## src/rtl/multicycle_control_unit_pkg.sv

```systemverilog
// multicycle_control_unit_pkg: state, ALU, immediate and opcode encodings shared by the control unit
package multicycle_control_unit_pkg;

    localparam logic [3:0] S_FETCH    = 4'd0;
    localparam logic [3:0] S_DECODE   = 4'd1;
    localparam logic [3:0] S_MEMADR   = 4'd2;
    localparam logic [3:0] S_MEMREAD  = 4'd3;
    localparam logic [3:0] S_MEMWB    = 4'd4;
    localparam logic [3:0] S_MEMWRITE = 4'd5;
    localparam logic [3:0] S_EXECR    = 4'd6;
    localparam logic [3:0] S_EXECI    = 4'd7;
    localparam logic [3:0] S_ALUWB    = 4'd8;
    localparam logic [3:0] S_BRANCH   = 4'd9;
    localparam logic [3:0] S_JAL      = 4'd10;
    localparam logic [3:0] S_JALR     = 4'd11;
    localparam logic [3:0] S_LINK     = 4'd12;
    localparam logic [3:0] S_LUI      = 4'd13;
    localparam logic [3:0] S_TRAP     = 4'd14;

    localparam logic [2:0] ALU_ADD  = 3'd0;
    localparam logic [2:0] ALU_SUB  = 3'd1;
    localparam logic [2:0] ALU_AND  = 3'd2;
    localparam logic [2:0] ALU_OR   = 3'd3;
    localparam logic [2:0] ALU_XOR  = 3'd4;
    localparam logic [2:0] ALU_SLT  = 3'd5;
    localparam logic [2:0] ALU_SLTU = 3'd6;

    localparam logic [1:0] ALUOP_ADD = 2'd0;
    localparam logic [1:0] ALUOP_SUB = 2'd1;
    localparam logic [1:0] ALUOP_FN  = 2'd2;

    localparam logic [2:0] IMM_I = 3'b000;
    localparam logic [2:0] IMM_S = 3'b001;
    localparam logic [2:0] IMM_B = 3'b010;
    localparam logic [2:0] IMM_J = 3'b011;
    localparam logic [2:0] IMM_U = 3'b100;

    localparam logic [6:0] OP_LOAD  = 7'b0000011;
    localparam logic [6:0] OP_STORE = 7'b0100011;
    localparam logic [6:0] OP_R     = 7'b0110011;
    localparam logic [6:0] OP_I     = 7'b0010011;
    localparam logic [6:0] OP_B     = 7'b1100011;
    localparam logic [6:0] OP_JAL   = 7'b1101111;
    localparam logic [6:0] OP_JALR  = 7'b1100111;
    localparam logic [6:0] OP_LUI   = 7'b0110111;

    typedef struct packed {
        logic       pc_write;
        logic       adr_src;
        logic       ir_write;
        logic       mem_write;
        logic       reg_write;
        logic [1:0] res_src;
        logic [1:0] alu_src_a;
        logic [1:0] alu_src_b;
        logic [2:0] imm_src;
    } ctrl_t;

    // f3[2] picks the lt/ltu family, f3[1] picks unsigned, f3[0] inverts the condition
    function automatic logic br_taken(input logic [2:0] f3, input logic zero, input logic lt, input logic ltu);
        return (f3[2] ? (f3[1] ? ltu : lt) : zero) ^ f3[0];
    endfunction

endpackage

```

## src/rtl/alu_decoder.sv

```systemverilog
// alu_decoder: maps aluOp/funct fields to an ALU operation and flags unsupported shift functs
module alu_decoder
    import multicycle_control_unit_pkg::*;
(
    input  logic [1:0] i_alu_op,
    input  logic [2:0] i_f3,
    input  logic       i_f7,
    input  logic       i_op5,
    output logic [2:0] o_alu_control,
    output logic       o_illegal
);

    logic [2:0] w_fn;

    // funct3 decode; sub only for R-type (op[5]=1) with funct7 bit 5 set
    always_comb begin
        case (i_f3)
            3'b000:  w_fn = (i_op5 && i_f7) ? ALU_SUB : ALU_ADD;
            3'b010:  w_fn = ALU_SLT;
            3'b011:  w_fn = ALU_SLTU;
            3'b100:  w_fn = ALU_XOR;
            3'b110:  w_fn = ALU_OR;
            3'b111:  w_fn = ALU_AND;
            default: w_fn = ALU_ADD;
        endcase
    end

    assign o_illegal     = (i_f3[1:0] == 2'b01);
    assign o_alu_control = (i_alu_op == ALUOP_FN)  ? w_fn :
                           (i_alu_op == ALUOP_SUB) ? ALU_SUB : ALU_ADD;

endmodule

```

## src/rtl/multicycle_control_unit.sv

```systemverilog
// multicycle_control_unit: Moore FSM sequencing a multicycle RV32 datapath
module multicycle_control_unit
    import multicycle_control_unit_pkg::*;
#(
    parameter int ALU_CTRL_W = 3,
    parameter int BRANCH_ALL = 1,
    parameter int MEM_WAIT   = 1
) (
    input  logic                  clk,
    input  logic                  rst,
    input  logic [6:0]            op,
    input  logic [2:0]            f3,
    input  logic                  f7,
    input  logic                  zero,
    input  logic                  lt,
    input  logic                  ltu,
    input  logic                  memReady,
    output logic                  pcWrite,
    output logic                  adrSrc,
    output logic                  irWrite,
    output logic                  memWrite,
    output logic                  regWrite,
    output logic [1:0]            resSrc,
    output logic [1:0]            aluSrcA,
    output logic [1:0]            aluSrcB,
    output logic [2:0]            immSrc,
    output logic [ALU_CTRL_W-1:0] aluControl,
    output logic                  illegal,
    output logic [3:0]            state
);

    logic [3:0] r_state;
    logic [3:0] w_next;
    logic       r_illegal;
    logic       w_ready;
    logic       w_fn_ill;
    logic       w_br_ok;
    logic       w_taken;
    logic [1:0] w_alu_op;
    logic [2:0] w_alu;
    ctrl_t      w_ctl;

    assign w_ready = (MEM_WAIT == 0) || memReady;
    assign w_br_ok = (f3[2:1] != 2'b01) && ((BRANCH_ALL != 0) || (f3 == 3'b000));
    assign w_taken = br_taken(f3, zero, lt, ltu);

    alu_decoder u_alu_dec (
        .i_alu_op      (w_alu_op),
        .i_f3          (f3),
        .i_f7          (f7),
        .i_op5         (op[5]),
        .o_alu_control (w_alu),
        .o_illegal     (w_fn_ill)
    );

    // next-state: memory states stall on memReady, TRAP is absorbing
    always_comb begin
        w_next = S_TRAP;
        case (r_state)
            S_FETCH:    w_next = w_ready ? S_DECODE : S_FETCH;
            S_DECODE:
                case (op)
                    OP_LOAD, OP_STORE: w_next = S_MEMADR;
                    OP_R:              w_next = w_fn_ill ? S_TRAP : S_EXECR;
                    OP_I:              w_next = w_fn_ill ? S_TRAP : S_EXECI;
                    OP_B:              w_next = w_br_ok ? S_BRANCH : S_TRAP;
                    OP_JAL:            w_next = S_JAL;
                    OP_JALR:           w_next = S_JALR;
                    OP_LUI:            w_next = S_LUI;
                    default:           w_next = S_TRAP;
                endcase
            S_MEMADR:   w_next = (op == OP_STORE) ? S_MEMWRITE : S_MEMREAD;
            S_MEMREAD:  w_next = w_ready ? S_MEMWB : S_MEMREAD;
            S_MEMWRITE: w_next = w_ready ? S_FETCH : S_MEMWRITE;
            S_EXECR, S_EXECI, S_JAL, S_LINK, S_LUI: w_next = S_ALUWB;
            S_JALR:     w_next = S_LINK;
            S_MEMWB, S_ALUWB, S_BRANCH: w_next = S_FETCH;
            default:    w_next = S_TRAP;
        endcase
    end

    // per-state datapath controls; anything not set stays 0
    always_comb begin
        w_ctl    = '0;
        w_alu_op = ALUOP_ADD;
        case (r_state)
            S_FETCH: begin
                w_ctl.pc_write  = w_ready;
                w_ctl.ir_write  = w_ready;
                w_ctl.res_src   = 2'b10;
                w_ctl.alu_src_b = 2'b10;
            end
            S_DECODE: begin
                w_ctl.alu_src_a = 2'b01;
                w_ctl.alu_src_b = 2'b01;
                w_ctl.imm_src   = (op == OP_B) ? IMM_B : (op == OP_JAL) ? IMM_J : IMM_I;
            end
            S_MEMADR: begin
                w_ctl.alu_src_a = 2'b10;
                w_ctl.alu_src_b = 2'b01;
                w_ctl.imm_src   = (op == OP_STORE) ? IMM_S : IMM_I;
            end
            S_MEMREAD:  w_ctl.adr_src = 1'b1;
            S_MEMWB: begin
                w_ctl.res_src   = 2'b01;
                w_ctl.reg_write = 1'b1;
            end
            S_MEMWRITE: begin
                w_ctl.adr_src   = 1'b1;
                w_ctl.mem_write = w_ready;
            end
            S_EXECR: begin
                w_ctl.alu_src_a = 2'b10;
                w_alu_op        = ALUOP_FN;
            end
            S_EXECI: begin
                w_ctl.alu_src_a = 2'b10;
                w_ctl.alu_src_b = 2'b01;
                w_alu_op        = ALUOP_FN;
            end
            S_ALUWB:    w_ctl.reg_write = 1'b1;
            S_BRANCH: begin
                w_ctl.alu_src_a = 2'b10;
                w_ctl.pc_write  = w_taken;
                w_alu_op        = ALUOP_SUB;
            end
            S_JAL: begin
                w_ctl.alu_src_a = 2'b01;
                w_ctl.alu_src_b = 2'b10;
                w_ctl.pc_write  = 1'b1;
            end
            S_JALR: begin
                w_ctl.alu_src_a = 2'b10;
                w_ctl.alu_src_b = 2'b01;
                w_ctl.res_src   = 2'b10;
                w_ctl.pc_write  = 1'b1;
            end
            S_LINK: begin
                w_ctl.alu_src_a = 2'b01;
                w_ctl.alu_src_b = 2'b10;
            end
            S_LUI: begin
                w_ctl.alu_src_a = 2'b11;
                w_ctl.alu_src_b = 2'b01;
                w_ctl.imm_src   = IMM_U;
            end
            default: ;
        endcase
    end

    // state and sticky illegal flag; reset wins over memReady and any state
    always_ff @(posedge clk) begin
        if (rst) begin
            r_state   <= S_FETCH;
            r_illegal <= 1'b0;
        end else begin
            r_state   <= w_next;
            r_illegal <= r_illegal | (w_next == S_TRAP);
        end
    end

    assign pcWrite    = w_ctl.pc_write & ~rst;
    assign irWrite    = w_ctl.ir_write & ~rst;
    assign memWrite   = w_ctl.mem_write & ~rst;
    assign regWrite   = w_ctl.reg_write & ~rst;
    assign adrSrc     = w_ctl.adr_src;
    assign resSrc     = w_ctl.res_src;
    assign aluSrcA    = w_ctl.alu_src_a;
    assign aluSrcB    = w_ctl.alu_src_b;
    assign immSrc     = w_ctl.imm_src;
    assign aluControl = ALU_CTRL_W'(w_alu);
    assign illegal    = r_illegal;
    assign state      = r_state;

endmodule

```

## config.mk

```make
export PLATFORM = sky130hd
export DESIGN_NAME = multicycle_control_unit
export DESIGN_NICKNAME = d
export VERILOG_FILES = /design/src/rtl/multicycle_control_unit_pkg.sv /design/src/rtl/alu_decoder.sv /design/src/rtl/multicycle_control_unit.sv
export SDC_FILE = /design/constraint.sdc
export NUM_CORES = 1
export LEC_CHECK = 0
export CAP_MARGIN = 30
export CORE_ASPECT_RATIO = 2
export CORE_UTILIZATION = 30
export CTS_BUF_LIST = sky130_fd_sc_hd__clkbuf_16
export DETAILED_ROUTE_END_ITERATION = 12
export HOLD_SLACK_MARGIN = 0.15
export PLACE_DENSITY = 0.59
export REMOVE_ABC_BUFFERS = 1
export SYNTH_ARGS = -nofsm -noshare
export SYNTH_HDL_FRONTEND = slang
export SYNTH_SLANG_ARGS = --single-unit
export TNS_END_PERCENT = 5
```

## constraint.sdc

```tcl
create_clock -name clk -period 1.7 [get_ports clk]
set_input_delay 0.255 -clock clk [delete_from_list [all_inputs] [get_ports clk]]
set_output_delay 0.255 -clock clk [all_outputs]
set_load 0.01 [all_outputs]
```

### Word-level counts from Yosys, hierarchy flattened

Index checks and enable logic that the tools add are counted.
W data, S select, Z words.

* logic and storage cells: 83
* memory bits (writable): 0
* memories: 0
* bits in registers: 5
* bits in latches: 0
* bits in read-only memories: 0
* input bits: 17

* multiplexer cells: 28
* magnitude comparators: 0
* divide/modulo/power cells: 0
* bitwise gates (word level): 7
* multiply operators: 0
* equal/unequal tests: 31
* $add $sub $neg: 0
* reductions and logical operators: 15
* shift operators: 0

Operators with widths (number)
* $pmux W4 S8: 1
* $eq A4 B4 Y1 const B: 7
* $pmux W4 S7: 1
* $eq A7 B6 Y1 const B: 3
* $eq A7 B7 Y1 const B: 3
* $pmux W3 S6: 1
* $eq A4 B3 Y1 const B: 4
* $mux W3: 5
* $reduce_or A5 Y1: 3
* $pmux W2 S2: 3
* $reduce_or A2 Y1: 6
* $mux W1: 10
* $eq A3 B3 Y1 const B: 3
* $pmux W3 S3: 1
* $reduce_or A3 Y1: 3
* $eq A4 B2 Y1 const B: 2
* $mux W4: 2
* $eq A7 B2 Y1 const B: 1
* $eq A7 B5 Y1 const B: 1
* $eq A3 B2 Y1 const B: 2
* $pmux W2 S3: 1
* $and A1 B1 Y1: 4
* $eq A2 B1 Y1 const B: 2
* $eq A4 B1 Y1 const B: 1
* other kinds (10): 11

### Longest topological paths before layout

* depth in word-level cells: 6
* gate-level depth with buffers: 7
* mapped depth without buffers: 6

### Hierarchy

Synthesis repeated with hierarchy kept, for this count alone.

* cells, all modules: 122
* area, all modules: 833.3 um^2

Modules (own cells, without submodules)
* multicycle_control_unit: instances 1, area each 759.5 um^2, sequential area each 100.1 um^2, cells an instance 111
* alu_decoder: instances 1, area each 73.8 um^2, sequential area each 0.0 um^2, cells an instance 11

### Worst setup path before layout

OpenSTA, ideal clock, no wires.

* path kind: register to output
* start point: register r_state[3] (netlist: state[3])
* end point: output regWrite
* setup slack: -93 ps
* buffers on the path: 1
* data arrival time: 1538 ps
* stages on the path, launching flop included: 4
* required time: 1445 ps
* cells stage by stage: dfxtp_1 buf_2 nand2_1 a2111oi_0

* word-level cells in the longest chain between the ends: 4
* elaborated cells between the ends (all ways): 5

Ends and longest elaborated chain
* from (decl): line multicycle_control_unit.sv:32 `logic [3:0] r_state;`
* from (signal assigned): line multicycle_control_unit.sv:157 `r_state <= w_next;`
* $eq A4 B4 Y1 / $eq A4 B3 Y1 (equally long branches): line multicycle_control_unit.sv:86 `case (r_state)`
* $reduce_or A2 Y1 (no source line) (*)
* $mux W1 (*): line multicycle_control_unit.sv:86
* $and A1 B1 Y1 (*): line multicycle_control_unit.sv:165 `assign regWrite = w_ctl.reg_write & ~rst;`
* to (decl): line multicycle_control_unit.sv:22 `output logic regWrite,`

Mark *: on every way between the ends. The rest lies on a longest branch, timed or not.

### Worst setup path in the final report

* start point: register r_state[1] (netlist: state[1])
* end point: output resSrc[1]

* word-level cells in the longest chain between the ends: 3
* elaborated cells between the ends (all ways): 5

Ends and longest elaborated chain
* $eq A4 B4 Y1 / $logic_not A4 Y1 (equally long branches): line multicycle_control_unit.sv:86
* $reduce_or A2 Y1 (no source line)
* $pmux W2 S2 (*): line multicycle_control_unit.sv:86
* to (decl): line multicycle_control_unit.sv:23 `output logic [1:0] resSrc,`

Marked as above.

==> results_dict.tcl <==
set metrics [dict create \
    status "finished clean" \
    end_kind "output port" \
    whs_path_depth 2 \
    period_share 0.989 \
    cts_tree "yes" \
    cts_root_buffer "clkbuf_16" \
    wl_um 3150 \
    die_h_um 75.1 \
    min_period_ns 1.68 \
    dp.cells 220 \
    row_count 26 \
    cts_buffer_depth 2 \
    core_sq_mm 0.00254 \
    grt_max_degree 10 \
    pwr-share-comb 0.594 \
    grt_pass1_vias 1166 \
    setup_viol 0 \
    hold_viol 0 \
    first_pass_iters 4 \
    finish.utilization 0.642 \
    insertion_delay_ns 0.23 \
    grt.total_usage 0.238 \
    mostFrequentLayoutCell "buf_4" \
    antenna_found_initial 0 \
    reg2reg_slack_ns 0.10 \
    gp_congestion 0.807 \
    fin_worst_skew_ns 0.00258 \
    slew_headroom 0.789 \
    sw_frac_of_total 0.358 \
    n_fill_cell 254 \
    syn_area_sq_um 801 \
    grt_pass1_wl_um 5020 \
    syn_area_per_cell_sq_um 6.73 \
    crit_required_ns 1.44 \
    rsz0062_at_grt "yes" \
    setup-tns-final_ns 0 \
    powerDensity_mw_per_mm2 837 \
    hold_path_end "illegal" \
    start_util 0.316 \
    dieArea_sq_mm 0.00289 \
    p_int_mw 0.876 \
    yosysSeqAreaShare 0.125 \
    crit_fanout 7 \
    cts.sinks 5 \
    synth_seq_cells 5 \
    hp-start "illegal" \
    worstMarginPinSlew_ns 0.311 \
    instances_no_fill 229 \
    hpwl_um 2450 \
    p_seq_frac 0.123 \
    layout_common_cells "buf_4, nor2_1, clkdlybuf4s50_1" \
    ioPinCount 39 \
    maxSlewViolCount 0 \
    cts_hold_buf 0 \
    htreeDepth 1 \
    num-nets-final 219 \
    cp.arrival_ns 1.43 \
    synth_cells 119 \
    rr_worst_depth 8 \
    power.total_mw 1.36 \
    max_freq_ghz 0.595 \
    cp-start-kind "register" \
    area_growth_pct 103 \
    routedWlPerCell_um 13.8 \
    clk_pin_slew_ns 0.03 \
    timing.hold.ws_ns 0.473 \
    ant_nets 0 \
    ys_types 42 \
    layout-drive-gt1-share 0.448 \
    pwr-share-clk 0.283 \
    cts_buffers 3 \
    dr.first_iter.drc_count 13 \
    r2r-end "illegal" \
    maxCapViolCount 0 \
    p_sw_mw 0.488 \
    ir_drop_mv 0.756 \
    critical_path_class "reg -> out" \
    leakagePower_nw 0.801 \
    hold_class "reg -> reg" \
    grt_overflow 0 \
    antennaDiodeCount 0 \
    numPortBuffers 38 \
    drcViolationCount 0 \
    ys.warnings.count 0 \
    rr_startpoint "state[0]" \
    viasPerCell 5.11 \
    die_w_um 38.5 \
    vias 1171 \
]
==> metal layers <==
| metal | vias up | track usage | part of all wire |
|---|---|---|---|
| li1 | 591 | - | - |
| met4 | 0 | 0.0766 | 0.025 |
| met3 | 8 | 0.0295 | 0.030 |
| met2 | 35 | 0.478 | 0.60 |
| met1 | 537 | 0.228 | 0.34 |
| met5 | - | 0 | 0 |
==> sequential cells by signal, summed over array words and instances (netlist names) <==
signal   cells
illegal      1
state        4
==> kinds of logic (layout without fill, tap and decap cells) <==
logic type	after synthesis	in the layout	synth area share
DFF	5	5	0.125
buffers and inverters	14	96	0.0906
AOI/OAI and AO/OA	36	36	0.302
xor gates and xnor gates	4	4	0.0438
and+or+nand+nor	57	57	0.402
muxes	3	3	0.0375
==> what timing repair did <==
item,in CTS,in global routing
endpoints found under the setup margin,20,16
cloned,0,0
gates resized for setup,60,28
buffers inserted,2,4
pin swaps,6,13
==> layout make-up <==
cell class | instances | area, sq um | area share
Clock inverter | 1 | 3.75 | 0.00230
Tap cell | 28 | 35.0 | 0.0215
Timing Repair Buffer | 84 | 673 | 0.413
Clock buffer | 3 | 75.1 | 0.0461
Sequential cell | 5 | 108 | 0.0661
Multi-Input combinational cell | 100 | 704 | 0.432
Inverter | 8 | 30.0 | 0.0184
==> cells in the mapped netlist, drive strengths merged <==
cell,instances,area share
a2111oi,1,0.011
a21o,2,0.019
a21oi,10,0.067
a221oi,1,0.011
a31oi,4,0.031
and2b,2,0.022
and3,1,0.0094
buf,6,0.053
dfxtp,5,0.13
inv,8,0.038
mux2i,3,0.038
nand2,13,0.064
nand2b,7,0.064
nand3,3,0.019
nand3b,1,0.0094
nand4,1,0.0078
nor2,13,0.061
nor2b,3,0.027
nor3,5,0.044
nor3b,1,0.0094
nor4,1,0.016
nor4b,1,0.011
o211ai,1,0.0094
o21a,1,0.0094
o21ai,10,0.063
o221ai,1,0.019
o311ai,1,0.011
o31ai,1,0.0094
o32ai,2,0.022
o41ai,1,0.020
or2,2,0.016
or3,3,0.023
xnor2,2,0.022
xor2,2,0.022
==> critical path: stages, from the launching register on <==
cell     delay [ns]
dfxtp_2        0.32
buf_6          0.14
buf_4          0.13
or3_1          0.33
a21oi_1        0.13
buf_2          0.14
==> how the worst max path moves through the flow <==
stage / startpoint / end / slack [ns] / cells after the start
3_3_place_gp: f3[1] / pcWrite / -0.60 / 7
2_1_floorplan: state[3] / regWrite / -0.09 / 2
6_report: state[1] / resSrc[1] / 0.02 / 5
3_5_place_dp: f3[1] / pcWrite / -0.60 / 7
4_1_cts: lt / pcWrite / -0.13 / 7
5_1_grt: state[2] / illegal / -0.07 / 7
==> power groups by stage <==
stage | Clock [mW] | Sequential (mW) | Combinational, mW
after floorplan | 0 | 0.198 | 0.278
after global placement | 0 | 0.162 | 0.765
after detailed placement | 0 | 0.162 | 0.774
after CTS | 0.390 | 0.165 | 0.784
after global routing | 0.403 | 0.172 | 0.878
final | 0.387 | 0.168 | 0.810
==> metrics by stage <==
| step | setup WS [ns] | instance area [sq um] |
|---|---|---|
| after detailed placement | -0.602 | 1480 |
| after floorplan | -0.0869 | 758 |
| after global placement | -0.596 | 1480 |
| after global routing | -0.0748 | 1630 |
| after CTS | -0.131 | 1610 |
| final | 0.0189 | 1630 |
Power figures use the tool's default switching activity.
